==> src/rtl/doorlock_param.sv <==
// Parametrised keypad door lock: configurable code/length, timed open window,
// failure counting with timed lockout. Optional entry timeout: DOORLOCK_TIMEOUT_EN.
module doorlock_param #(
  parameter int                       NBTN        = 10,
  parameter int                       MAX_LEN     = 8,
  parameter int                       CODE_LEN    = 3,
  parameter logic [4*MAX_LEN-1:0]     CODE        = 32'h0000_0721,
  parameter int                       OPEN_CYC    = 50_000_000,
  parameter int                       MAX_FAIL    = 3,
  parameter int                       LOCK_CYC    = 250_000_000,
  parameter int                       TIMEOUT_CYC = 500_000_000
) (
  input  logic                          clk,
  input  logic                          rst,
  input  logic [NBTN-1:0]               bt,
  input  logic                          btstar,
  output logic                          led,
  output logic                          locked,
  output logic                          fail,
  output logic [$clog2(MAX_LEN+2)-1:0]  digit_cnt
);

  function automatic int max_of(input int a, input int b);
    return (a > b) ? a : b;
  endfunction

  localparam int CW   = $clog2(MAX_LEN + 2);
  localparam int FW   = (MAX_FAIL > 1) ? $clog2(MAX_FAIL + 1) : 1;
  localparam int TMAX = max_of(max_of(OPEN_CYC, LOCK_CYC), TIMEOUT_CYC);
  localparam int TW   = $clog2(TMAX + 1);

  typedef enum logic [2:0] {
    S_IDLE,
    S_ENTRY,
    S_CHECK,
    S_OPEN,
    S_LOCK
  } state_e;

  state_e          state_q, state_d;
  logic [CW-1:0]   cnt_q, cnt_d;
  logic            mis_q, mis_d;
  logic [FW-1:0]   fcnt_q, fcnt_d;
  logic [TW-1:0]   timer_q, timer_d;
  logic            led_q, led_d;
  logic            locked_q, locked_d;
  logic            fail_q, fail_d;

  // Press decode: any set bit is a press, more than one set bit is invalid.
  logic            press;
  logic            multi;
  logic [3:0]      digit;
  logic [4:0]      ones;

  always_comb begin
    // NOTE: every variable gets a default before any branch, so no latch is inferred.
    ones  = '0;
    digit = '0;
    for (int i = 0; i < NBTN; i++) begin
      if (bt[i]) begin
        ones  = ones + 5'd1;
        digit = 4'(i);
      end
    end
    press = (ones != '0);
    multi = (ones > 5'd1);
  end

  logic [4*MAX_LEN-1:0] code_sh;
  logic [3:0]           code_dig;
  logic                 dig_bad;
  logic                 pass;
  logic [FW-1:0]        fcnt_inc;

  always_comb begin
    code_sh  = CODE >> {cnt_q, 2'b00};
    code_dig = code_sh[3:0];
    dig_bad  = multi || (cnt_q >= CW'(CODE_LEN)) || (digit != code_dig);
    pass     = (cnt_q == CW'(CODE_LEN)) && !mis_q;
    fcnt_inc = (fcnt_q == FW'(MAX_FAIL)) ? fcnt_q : fcnt_q + 1'b1;
  end

  // State register
  always_ff @(posedge clk or posedge rst) begin
    if (rst) begin
      state_q  <= S_IDLE;
      cnt_q    <= '0;
      mis_q    <= 1'b0;
      fcnt_q   <= '0;
      timer_q  <= '0;
      led_q    <= 1'b0;
      locked_q <= 1'b0;
      fail_q   <= 1'b0;
    end else begin
      // NOTE: non-blocking assignments so every flop samples pre-edge values.
      state_q  <= state_d;
      cnt_q    <= cnt_d;
      mis_q    <= mis_d;
      fcnt_q   <= fcnt_d;
      timer_q  <= timer_d;
      led_q    <= led_d;
      locked_q <= locked_d;
      fail_q   <= fail_d;
    end
  end

  // Next-state logic
  always_comb begin
    state_d = state_q;
    cnt_d   = cnt_q;
    mis_d   = mis_q;
    fcnt_d  = fcnt_q;
    timer_d = '0;

    case (state_q)
      S_IDLE: begin
        if (press) begin
          state_d = S_ENTRY;
          cnt_d   = cnt_q + 1'b1;
          mis_d   = mis_q | dig_bad;
        end
      end

      S_ENTRY: begin
        if (btstar) begin
          state_d = S_CHECK;
        end else if (press) begin
          if (cnt_q != CW'(MAX_LEN + 1)) cnt_d = cnt_q + 1'b1;
          mis_d = mis_q | dig_bad;
        end
`ifdef DOORLOCK_TIMEOUT_EN
        else if (timer_q == TW'(TIMEOUT_CYC - 1)) begin
          state_d = S_IDLE;
          cnt_d   = '0;
          mis_d   = 1'b0;
        end else begin
          timer_d = timer_q + 1'b1;
        end
`endif
      end

      S_CHECK: begin
        cnt_d = '0;
        mis_d = 1'b0;
        if (pass) begin
          state_d = S_OPEN;
          fcnt_d  = '0;
        end else begin
          fcnt_d  = fcnt_inc;
          state_d = (fcnt_inc == FW'(MAX_FAIL)) ? S_LOCK : S_IDLE;
        end
      end

      S_OPEN: begin
        if (timer_q == TW'(OPEN_CYC - 1)) state_d = S_IDLE;
        else                              timer_d = timer_q + 1'b1;
      end

      S_LOCK: begin
        if (timer_q == TW'(LOCK_CYC - 1)) begin
          state_d = S_IDLE;
          fcnt_d  = '0;
        end else begin
          timer_d = timer_q + 1'b1;
        end
      end

      default: state_d = S_IDLE;
    endcase

    if (state_d != state_q) timer_d = '0;
  end

  // Outputs are registered from the next state, so they align with the state flop.
  always_comb begin
    led_d    = (state_d == S_OPEN);
    locked_d = (state_d == S_LOCK);
    fail_d   = (state_q == S_ENTRY) && btstar && !pass;
  end

  assign led       = led_q;
  assign locked    = locked_q;
  assign fail      = fail_q;
  assign digit_cnt = cnt_q;

endmodule

==> config.mk <==
export PLATFORM = sky130hd
export DESIGN_NAME = doorlock_param
export DESIGN_NICKNAME = d
export VERILOG_FILES = /design/src/rtl/doorlock_param.sv
export SDC_FILE = /design/constraint.sdc
export NUM_CORES = 1
export LEC_CHECK = 0
export CORE_MARGIN = 5
export CORE_UTILIZATION = 30
export CTS_BUF_LIST = sky130_fd_sc_hd__clkbuf_8
export DETAILED_ROUTE_END_ITERATION = 16
export SLEW_MARGIN = 20
export SYNTH_ARGS = -nofsm -noshare
export SYNTH_HDL_FRONTEND = slang
export SYNTH_SLANG_ARGS = --single-unit
==> constraint.sdc <==
create_clock -name clk -period 3.5 [get_ports clk]
set_input_delay 0.7 -clock clk [delete_from_list [all_inputs] [get_ports clk]]
set_output_delay 0.7 -clock clk [all_outputs]
set_load 0.01 [all_outputs]
# After elaboration in Yosys (flattened, before gate mapping)
# Cells that the tools add are included.
# classes
bitwise	1
n_eq_ne	19
reduce_logical	14
mul	0
div_mod_pow	0
add_sub_neg	12
shifts	1
mux	42
magnitude_cmp	2
# op_table
op	count
$mux W29	3
$pmux W29 S2	1
$mux W4	12
$add A5 B1 Y5 const B	9
$mux W5	9
$add A29 B1 Y29 const B	1
$eq A29 B26 Y1 const B	1
$eq A29 B28 Y1 const B	1
$mux W3	6
$pmux W3 S5	1
$pmux W4 S3	1
$shr A11 B6 Y4 const A	1
$ne A2 B2 Y1 const B	5
$eq A3 B2 Y1 const B	3
$eq A3 B3 Y1 const B	2
$mux W2	3
$gt A5 B1 Y1 const B	1
$reduce_and A5 Y1	1
$reduce_bool A5 Y1	1
$add A4 B1 Y4 const B	1
$eq A2 B2 Y1 const B	2
$eq A4 B2 Y1 const B	1
$ge A4 B2 Y1 const B	1
$mux W1	4
15 further kinds	20
# totals
mem_count	0
mem_bits_rw	0
latch_bits	0
register_bits	42
out_inout_bits	7
mem_bits_ro	0

# Logic depth before layout (Yosys ltp)
# Gate-level depths: netlist of the first run.
# depth
depth_word	26
depth_mapped	35

# Worst setup path before layout of the first run
# No wires, ideal clock.
# synth_timing
kind	input port to flip-flop
startpoint	in bt[0]
endpoint	reg cnt_q[2] (netlist: digit_cnt[2])
setup_time_ns	0.078
path_slack_ns	-2.758
arrival_time_ns	6.181
path_stages	33
path_cell_list	inv_1 -> ha_1 -> xor2_1 -> ha_1 -> nand2_1 -> nand2_1 -> ha_1 -> nor2b_1 -> a31oi_1 -> ha_1 -> nand2_1 -> o21ai_0 -> a21bo_2 -> inv_1 -> ha_1 -> nand2_1 -> o21ai_0 -> ha_1 -> inv_1 -> a21oi_1 -> nand3_1 -> inv_1 -> ha_1 -> nand2_1 -> o21ai_0 -> ha_1 -> o21bai_1 -> nand2_1 -> and4b_1 -> a211oi_1 -> a21oi_2 -> or4_1 -> a21oi_1
# synth_between
elab_chain_cells	22
word_cells_on_any_way	23
# synth_rtl
element	line_no	source
from (decl)	15	input logic [NBTN-1:0] bt,
$mux W1 *	60	if (bt[i]) begin
$add A5 B1 Y5	61	ones = ones + 5'd1;
$mux W5 *	60	
$add A5 B1 Y5	61	
$mux W5 *	60	
$add A5 B1 Y5	61	
$mux W5 *	60	
$add A5 B1 Y5	61	
(+6 left out)	-	
$mux W5 *	60	
$add A5 B1 Y5	61	
$mux W5 *	60	
$add A5 B1 Y5	61	
$mux W5 *	60	
$reduce_bool A5 Y1 *	65	press = (ones != '0);
$ne A2 B2 Y1 (no source line)	-	
$reduce_and A5 Y1 (no source line) *	-	
to (signal assigned)	97	cnt_q <= cnt_d;
to (decl)	41	logic [CW-1:0] cnt_q, cnt_d;
# Every way passes the cells marked *; elsewhere a longest branch is shown, timed or not.
# A chain may end at the register's enable or synchronous reset.

# Final worst setup path of the first run
# layout_timing
startpoint	in bt[1]
endpoint	reg cnt_q[2] (netlist: digit_cnt[2])
# layout_between
elab_chain_cells	20
word_cells_on_any_way	21
# layout_rtl
element	line_no
$mux W5 *	60
$add A5 B1 Y5	61
$mux W5 *	60
$add A5 B1 Y5	61
$mux W5 *	60
$add A5 B1 Y5	61
$mux W5 *	60
$add A5 B1 Y5	61
(+4 left out)	-
$mux W5 *	60
$add A5 B1 Y5	61
$mux W5 *	60
$add A5 B1 Y5	61
$mux W5 *	60
$reduce_bool A5 Y1 *	65
$ne A2 B2 Y1 (no source line)	-
$reduce_and A5 Y1 (no source line) *	-
# Marked as above.

==> impl_metrics.prom, run 1 <==
# TYPE chip_impl_metric gauge
chip_impl_info{name="status",value="complete, but fails checks"} 1
chip_impl_info{name="violations_in_the_final_reports",value="negative setup slack"} 1
chip_impl_metric{name="core.rowCount",unit=""} 38
chip_impl_metric{name="die_w",unit="um"} 114
chip_impl_info{name="critPathLaunchType",value="input pin"} 1
chip_impl_info{name="synth_largest_area_cell",value="sky130_fd_sc_hd__dfrtp_1"} 1
chip_impl_metric{name="fmax",unit="GHz"} 0.181
chip_impl_metric{name="final.hold.worst_slack",unit="ns"} 0.486
chip_impl_metric{name="worst_ep_required_time",unit="ns"} 3.72
chip_impl_metric{name="start_util",unit=""} 0.305
chip_impl_metric{name="power.density_cell_area",unit="nW/um^2"} 526
chip_impl_metric{name="final_cell_count_no_fill",unit=""} 604
chip_impl_metric{name="clkTransAtPathRegs",unit="ns"} 0.08
chip_impl_metric{name="antennaDiodeCount",unit=""} 0
chip_impl_info{name="worstReg2RegEnd",value="timer_q[16]"} 1
chip_impl_metric{name="hpwl",unit="um"} 6220
chip_impl_metric{name="synth-seq-area-share",unit=""} 0.321
chip_impl_metric{name="pwr-share-clk",unit=""} 0.121
chip_impl_metric{name="ys_types",unit=""} 62
chip_impl_metric{name="synthCells",unit=""} 369
chip_impl_metric{name="routed_wl",unit="um"} 7950
chip_impl_metric{name="vias",unit=""} 2975
chip_impl_info{name="synth.top_cells.by_area",value="sky130_fd_sc_hd__dfrtp_1, sky130_fd_sc_hd__xor2_1, sky130_fd_sc_hd__nor2_1"} 1
chip_impl_info{name="hold_path_class",value="reg -> reg"} 1
chip_impl_metric{name="post_synth_edffs",unit=""} 0
chip_impl_metric{name="synth_area",unit="um^2"} 3270
chip_impl_metric{name="async_reset_ff_frac",unit=""} 1.00
chip_impl_metric{name="cts_buffers",unit=""} 5
chip_impl_metric{name="p_leak",unit="uW"} 0.00192
chip_impl_metric{name="pwr-share-comb",unit=""} 0.603
chip_impl_metric{name="max_stage_delay",unit="ns"} 0.48
chip_impl_metric{name="sw_frac_of_total",unit=""} 0.392
chip_impl_metric{name="worstRegToRegCells",unit=""} 9
chip_impl_metric{name="final_max_slew_viol_count",unit=""} 0
chip_impl_metric{name="cts.sink_count",unit=""} 42
chip_impl_info{name="regToRegStartpoint",value="timer_q[24]"} 1
chip_impl_metric{name="postCtsHoldBufs",unit=""} 0
chip_impl_info{name="criticalPathCategory",value="in -> reg"} 1
chip_impl_metric{name="hold_vio_cnt_final",unit=""} 0
chip_impl_metric{name="multi_input_comb_area",unit="um^2"} 2280
chip_impl_metric{name="viasPerCell",unit=""} 4.93
chip_impl_metric{name="seqPwrFrac",unit=""} 0.276
chip_impl_metric{name="gp_congestion",unit=""} 0.861
chip_impl_metric{name="layout-drive-gt1-share",unit=""} 0.287
chip_impl_metric{name="syn_nets",unit=""} 394
chip_impl_info{name="critPathSlowestCell",value="sky130_fd_sc_hd__or4_1"} 1
chip_impl_metric{name="wire_per_inst",unit="um"} 13.2
chip_impl_metric{name="vdd_drop_max",unit="mV"} 0.247
chip_impl_metric{name="critPathArrivalTime",unit="ns"} 5.74
chip_impl_metric{name="worstSkewPairLatency",unit="ns"} 0.29
chip_impl_metric{name="ys.warnings.count",unit=""} 0
chip_impl_metric{name="overflow",unit=""} 0
chip_impl_metric{name="grt_pass1_wl",unit="um"} 14100
chip_impl_info{name="yosysMostFrequentCell",value="sky130_fd_sc_hd__nor2_1"} 1
chip_impl_metric{name="die_height",unit="um"} 114
chip_impl_info{name="rsz_0062_raised_after_global_routing",value="true"} 1
chip_impl_metric{name="numPlacedInstances",unit=""} 586
chip_impl_metric{name="die_area",unit="um^2"} 13100
chip_impl_metric{name="grt_max_degree",unit=""} 43
chip_impl_info{name="timing.hold.worst_endpoint",value="timer_q[0]"} 1
chip_impl_metric{name="portBuffers",unit=""} 19
chip_impl_info{name="tritoncts",value="built"} 1
chip_impl_metric{name="first_iter_violations",unit=""} 99
chip_impl_metric{name="grt_usage",unit=""} 0.129
chip_impl_metric{name="timing.slew.headroom",unit=""} 0.581
chip_impl_metric{name="critical_path_peak_fanout",unit=""} 7
chip_impl_metric{name="htree_levels",unit=""} 2
chip_impl_metric{name="yosys_register_bits",unit=""} 42
chip_impl_metric{name="fill_cells",unit=""} 1070
chip_impl_metric{name="drt_pre_antenna_iters",unit=""} 4
chip_impl_metric{name="whs_path_depth",unit=""} 1
chip_impl_metric{name="net_count_reported_at_finish",unit=""} 489
chip_impl_metric{name="cellInternalPower",unit="uW"} 1440
chip_impl_metric{name="via_count_of_the_first_global_routing_pass",unit=""} 3070
chip_impl_metric{name="area.sequential",unit="um^2"} 1050
chip_impl_metric{name="mean_post_synth_cell_area",unit="um^2"} 8.87
chip_impl_metric{name="final.setup_skew",unit="ns"} 0.00752
chip_impl_metric{name="io_pins",unit=""} 20
chip_impl_metric{name="period_minus_slack",unit="ns"} 5.52
chip_impl_info{name="clock_tree.root_cell",value="sky130_fd_sc_hd__clkbuf_8"} 1
chip_impl_info{name="worstSetupEndpointType",value="flop"} 1
chip_impl_metric{name="grt_antenna_before_repair",unit=""} 0
chip_impl_metric{name="timing.max_cap.violations",unit=""} 0
chip_impl_metric{name="finalCritPeriodShare",unit=""} 1.58
chip_impl_metric{name="area_delta_synth_final",unit="%"} 37.1
chip_impl_info{name="postSynth.topFlopCell",value="sky130_fd_sc_hd__dfrtp_1"} 1
chip_impl_metric{name="p_sw",unit="uW"} 925
chip_impl_metric{name="post-synth-top-area-fraction",unit=""} 0.321
chip_impl_metric{name="finalSetupViolations",unit=""} 6
chip_impl_metric{name="final_util",unit=""} 0.418
chip_impl_metric{name="drtAntennaViolNets",unit=""} 0
chip_impl_info{name="min-delay-start",value="timer_q[0]"} 1
chip_impl_metric{name="worst_pin_slew",unit="ns"} 0.620
chip_impl_metric{name="r2r_setup_slk",unit="ns"} 0.66
chip_impl_metric{name="setup_ws",unit="ns"} -2.02
chip_impl_metric{name="detail_route.drc_violations",unit=""} 0
chip_impl_metric{name="fp.coreArea",unit="um^2"} 10700
chip_impl_info{name="synthTopCellsByCount",value="sky130_fd_sc_hd__nor2_1, sky130_fd_sc_hd__dfrtp_1, sky130_fd_sc_hd__nand2_1"} 1
chip_impl_metric{name="clk_path_buf_depth",unit=""} 2
## power by group through the flow
stage	clock network [uW]	registers, uW	logic, uW
CTS	302	651	1410
finish	286	650	1420
floorplan	0	640	778
global placement	0	658	1230
global route	330	668	1560
detailed placement	0	660	1250
## routing by layer
metal	global-route usage	up-vias	part of all wire
li1	-	1519	-
met1	0.159	1416	0.45
met3	0.0169	10	0.022
met5	0	-	0
met2	0.239	30	0.52
met4	0.0253	0	0.012
## metrics by stage
stage / setup TNS, ns / total power [uW] / worst slack [ns] / area, um^2
2_1_floorplan: -13.00 / 1420 / -2.30 / 3360
3_3_place_gp: -17.11 / 1880 / -2.91 / 4200
3_5_place_dp: -17.61 / 1910 / -3.00 / 4200
4_1_cts: -11.63 / 2360 / -2.00 / 4460
5_1_grt: -13.66 / 2560 / -2.34 / 4490
6_report: -11.79 / 2360 / -2.02 / 4490
## critical path, delay by kind of cell
kind                       cells  cell delay [ns]
AOI/OAI and AO/OA             10             1.21
and+or+nand+nor                9             1.07
xor gates and xnor gates       1             0.15
buffers and inverters          9             0.76
adders and majority gates      7             1.86
## kinds of logic (layout without fill, tap and decap cells)
family          Yosys count  count (layout)  share of synthesized area
fa+ha+maj                12              12                     0.0459
flops                    42              42                      0.321
mux                       2               2                    0.00650
buf+inv                  27             122                     0.0340
xor+xnor                 49              49                      0.170
compound gates           70              70                      0.165
simple gates            167             167                      0.258
## placed cells by master (no fill, tap or decap), types with 5 or more instances in the layout
master,netlist,final
sky130_fd_sc_hd__buf_4,2,76
sky130_fd_sc_hd__nor2_1,49,48
sky130_fd_sc_hd__dfrtp_1,42,42
sky130_fd_sc_hd__nand2_1,39,34
sky130_fd_sc_hd__nand3_1,24,23
sky130_fd_sc_hd__xor2_1,23,22
sky130_fd_sc_hd__xnor2_1,17,17
sky130_fd_sc_hd__clkdlybuf4s50_1,0,15
sky130_fd_sc_hd__inv_1,16,12
sky130_fd_sc_hd__a21oi_1,11,10
sky130_fd_sc_hd__nor4_1,8,8
sky130_fd_sc_hd__o21ai_0,11,7
sky130_fd_sc_hd__nand4_1,7,7
sky130_fd_sc_hd__ha_1,12,6
sky130_fd_sc_hd__nor2b_1,6,5
sky130_fd_sc_hd__clkbuf_8,0,5
## how the worst max path moves through the flow
stage	slack, ns	end	cells past startpoint	start
detailed placement	-3.00	digit_cnt[2]	34	bt[1]
global route	-2.34	digit_cnt[2]	35	bt[1]
floorplan	-2.30	digit_cnt[2]	33	bt[0]
finish	-2.02	digit_cnt[2]	36	bt[1]
global placement	-2.91	digit_cnt[2]	35	bt[1]
CTS	-2.00	digit_cnt[2]	35	bt[1]
## area by class of cell
cell class	instances	area share
Clock buffer	5	0.0153
Clock inverter	2	0.00223
Inverter	16	0.0162
Multi-Input combinational cell	300	0.509
Sequential cell	42	0.234
Tap cell	140	0.0390
Timing Repair Buffer	99	0.184
## state kept, by name, indices dropped and copies added, names as in the netlist
signal / cells
locked: 1
fcnt_q: 2
mis_q: 1
timer_q: 29
digit_cnt: 4
led: 1
fail: 1
state_q: 3
## repair_timing
item	4_1_cts	5_1_grt
gates resized for setup	34	8
buffers inserted	10	2
endpoints found under the hold margin	0	0
setup endpoints to repair	6	6
pin swaps	19	2
Note: power is estimated with default switching activity, not from simulation.
==> run 2, diff against run 1 <==
==> constraint.sdc (replaced) <==
create_clock -name clk -period 5.4 [get_ports clk]
set_input_delay 1.08 -clock clk [delete_from_list [all_inputs] [get_ports clk]]
set_output_delay 1.08 -clock clk [all_outputs]
set_load 0.01 [all_outputs]
==> run 2 against run 1 <==
The run still ends with negative setup slack left. Die area is the same. Combinational power is 35% lower. Global-route usage shrank 0.40 points. Clock-buffer cell count unchanged. Critical path type unchanged. Cell area shrank 1.0%.
==> impl_metrics.prom, run 2 (synthesized netlist as in run 1, its figures left out) <==
# TYPE chip_impl_metric gauge
chip_impl_info{name="status",value="complete, but fails checks"} 1
chip_impl_info{name="violations_in_the_final_reports",value="negative setup slack"} 1
chip_impl_metric{name="fmax",unit="GHz"} 0.165
chip_impl_metric{name="core.rowCount",unit=""} 38
chip_impl_metric{name="portBuffers",unit=""} 19
chip_impl_info{name="critPathLaunchType",value="input pin"} 1
chip_impl_metric{name="finalSetupViolations",unit=""} 6
chip_impl_metric{name="final_design_area_no_fill",unit="um^2"} 4440
chip_impl_info{name="hold_path_class",value="reg -> reg"} 1
chip_impl_metric{name="p_leak",unit="uW"} 0.00186
chip_impl_metric{name="wire_per_inst",unit="um"} 13.5
chip_impl_info{name="clock_tree.root_cell",value="sky130_fd_sc_hd__clkbuf_8"} 1
chip_impl_info{name="criticalPathCategory",value="in -> reg"} 1
chip_impl_metric{name="overflow",unit=""} 0
chip_impl_metric{name="grt_usage",unit=""} 0.125
chip_impl_metric{name="antennaDiodeCount",unit=""} 0
chip_impl_metric{name="final_util",unit=""} 0.413
chip_impl_info{name="worstSetupEndpointType",value="flop"} 1
chip_impl_metric{name="setup_ws",unit="ns"} -0.659
chip_impl_info{name="crit_top_cell",value="sky130_fd_sc_hd__ha_4"} 1
chip_impl_metric{name="timing.slew.headroom",unit=""} 0.574
chip_impl_metric{name="critical_path_peak_fanout",unit=""} 4
chip_impl_metric{name="grt_max_degree",unit=""} 43
chip_impl_metric{name="finalCritPeriodShare",unit=""} 1.12
chip_impl_metric{name="gp_congestion",unit=""} 0.854
chip_impl_metric{name="clk_path_buf_depth",unit=""} 2
chip_impl_metric{name="via_count_of_the_first_global_routing_pass",unit=""} 3014
chip_impl_metric{name="worst_ep_required_time",unit="ns"} 5.61
chip_impl_metric{name="first_iter_violations",unit=""} 96
chip_impl_metric{name="period_minus_slack",unit="ns"} 6.06
chip_impl_metric{name="numPlacedInstances",unit=""} 574
chip_impl_metric{name="power.density_cell_area",unit="nW/um^2"} 345
chip_impl_metric{name="r2r_setup_slk",unit="ns"} 2.89
chip_impl_metric{name="final_cell_count_no_fill",unit=""} 591
chip_impl_metric{name="timing.max_cap.violations",unit=""} 0
chip_impl_metric{name="start_util",unit=""} 0.305
chip_impl_info{name="rsz_0062_raised_after_global_routing",value="true"} 1
chip_impl_info{name="register_name_with_the_most_flops",value="timer_q"} 1
chip_impl_metric{name="area_delta_synth_final",unit="%"} 35.7
chip_impl_metric{name="final_max_slew_viol_count",unit=""} 0
chip_impl_metric{name="fp.coreArea",unit="um^2"} 10700
chip_impl_metric{name="routed_wl",unit="um"} 7970
chip_impl_metric{name="largest_reg_flops",unit=""} 29
chip_impl_metric{name="worstSkewPairLatency",unit="ns"} 0.29
chip_impl_info{name="tritoncts",value="built"} 1
chip_impl_metric{name="grt_pass1_wl",unit="um"} 13800
chip_impl_metric{name="placed_area",unit="um^2"} 4110
chip_impl_info{name="critPathSlowestCell",value="sky130_fd_sc_hd__or4_1"} 1
chip_impl_metric{name="drtAntennaViolNets",unit=""} 0
chip_impl_metric{name="detail_route.drc_violations",unit=""} 0
chip_impl_metric{name="layout-drive-gt1-share",unit=""} 0.275
chip_impl_metric{name="die_area",unit="um^2"} 13100
chip_impl_metric{name="cp_num_buf_inv",unit=""} 6
chip_impl_metric{name="final.setup_skew",unit="ns"} 0.00538
chip_impl_metric{name="max_stage_delay",unit="ns"} 0.46
chip_impl_metric{name="worst_pin_slew",unit="ns"} 0.631
chip_impl_metric{name="net_count_reported_at_finish",unit=""} 476
chip_impl_metric{name="critPathArrivalTime",unit="ns"} 6.27
chip_impl_metric{name="cts.sink_count",unit=""} 42
chip_impl_metric{name="die_w",unit="um"} 114
chip_impl_metric{name="vdd_drop_max",unit="mV"} 0.162
chip_impl_metric{name="io_pins",unit=""} 20
chip_impl_metric{name="vias",unit=""} 2952
chip_impl_metric{name="die_height",unit="um"} 114
chip_impl_info{name="top_family_by_delay_on_critical_path",value="adder cells"} 1
chip_impl_metric{name="viasPerCell",unit=""} 4.99
chip_impl_metric{name="clkTransAtPathRegs",unit="ns"} 0.07
chip_impl_metric{name="htree_levels",unit=""} 2
chip_impl_metric{name="hold_vio_cnt_final",unit=""} 0
chip_impl_metric{name="cts_buffers",unit=""} 5
chip_impl_info{name="commonest_non_fill_non_tap_cell_in_the_layout",value="sky130_fd_sc_hd__buf_4"} 1
chip_impl_metric{name="hpwl",unit="um"} 5990
chip_impl_metric{name="grt_antenna_before_repair",unit=""} 0
chip_impl_info{name="mostFrequentLayoutCells",value="sky130_fd_sc_hd__buf_4, sky130_fd_sc_hd__nor2_1, sky130_fd_sc_hd__dfrtp_1"} 1
chip_impl_metric{name="drt_pre_antenna_iters",unit=""} 4
[run 2: changes by cell type in the layout (fill, tap and decap cells not counted), sizes merged]
| cell | change |
|---|---|
| clkdlybuf4s15 | -1 |
| clkinv | -2 |
| buf | -12 |
| inv | +2 |
[run 2: path summary, 6_finish.rpt]
path / endpoint / from / depth (start not counted)
setup / recovery: digit_cnt[2] / bt[0] / 36
hold / removal: timer_q[0] / timer_q[0] / 1
setup reg to reg: timer_q[10] / timer_q[0] / 9
hold reg to reg: timer_q[0] / timer_q[0] / 1
max in group asynchronous: timer_q[10] / rst / 3
min in group asynchronous: timer_q[18] / rst / 3
[run 2: final cells by class]
| type | instances | area [um^2] |
|---|---|---|
| fill | 1098 | 6300 |
| multi-input combinational | 300 | 2360 |
| sequential | 42 | 1050 |
| timing repair buffer | 86 | 709 |
| tap | 140 | 175 |
| inverter | 16 | 72.6 |
| clock buffer | 5 | 68.8 |
| clock inverter | 2 | 7.51 |
[run 2: through the flow]
stage	hold slack [ns]	power, uW	TNS, ns	setup WS [ns]
after floorplan	0.455	919	-3.88	-0.783
after global placement	0.471	1210	-8.17	-1.42
after detailed placement	0.485	1230	-8.63	-1.53
after CTS	0.494	1470	-2.99	-0.571
after global routing	0.530	1660	-4.67	-0.898
final	0.491	1530	-3.15	-0.659
[run 2: routing by layer]
metal  vias up  GRT usage  part of all wire
li1       1499          -                 -
met1      1405      0.155              0.44
met2        39      0.228              0.52
met3         9     0.0174             0.022
met4         0     0.0269             0.012
met5         -          0                 0
[run 2: repair_timing]
item | 4_1_cts | 5_1_grt
setup buffers | 6 | 4
endpoints found under the setup margin | 6 | 6
pin swaps | 22 | 14
resized for setup | 33 | 19
hold buffers | 0 | 0
[run 2: report_power, final]
group	total, uW	leakage, uW	switching, uW	internal [uW]
sequential	424	0.000569	61.9	362
clock	181	0.0000466	95.5	85.2
combinational	928	0.00125	452	476
total	1530	0.00186	609	923
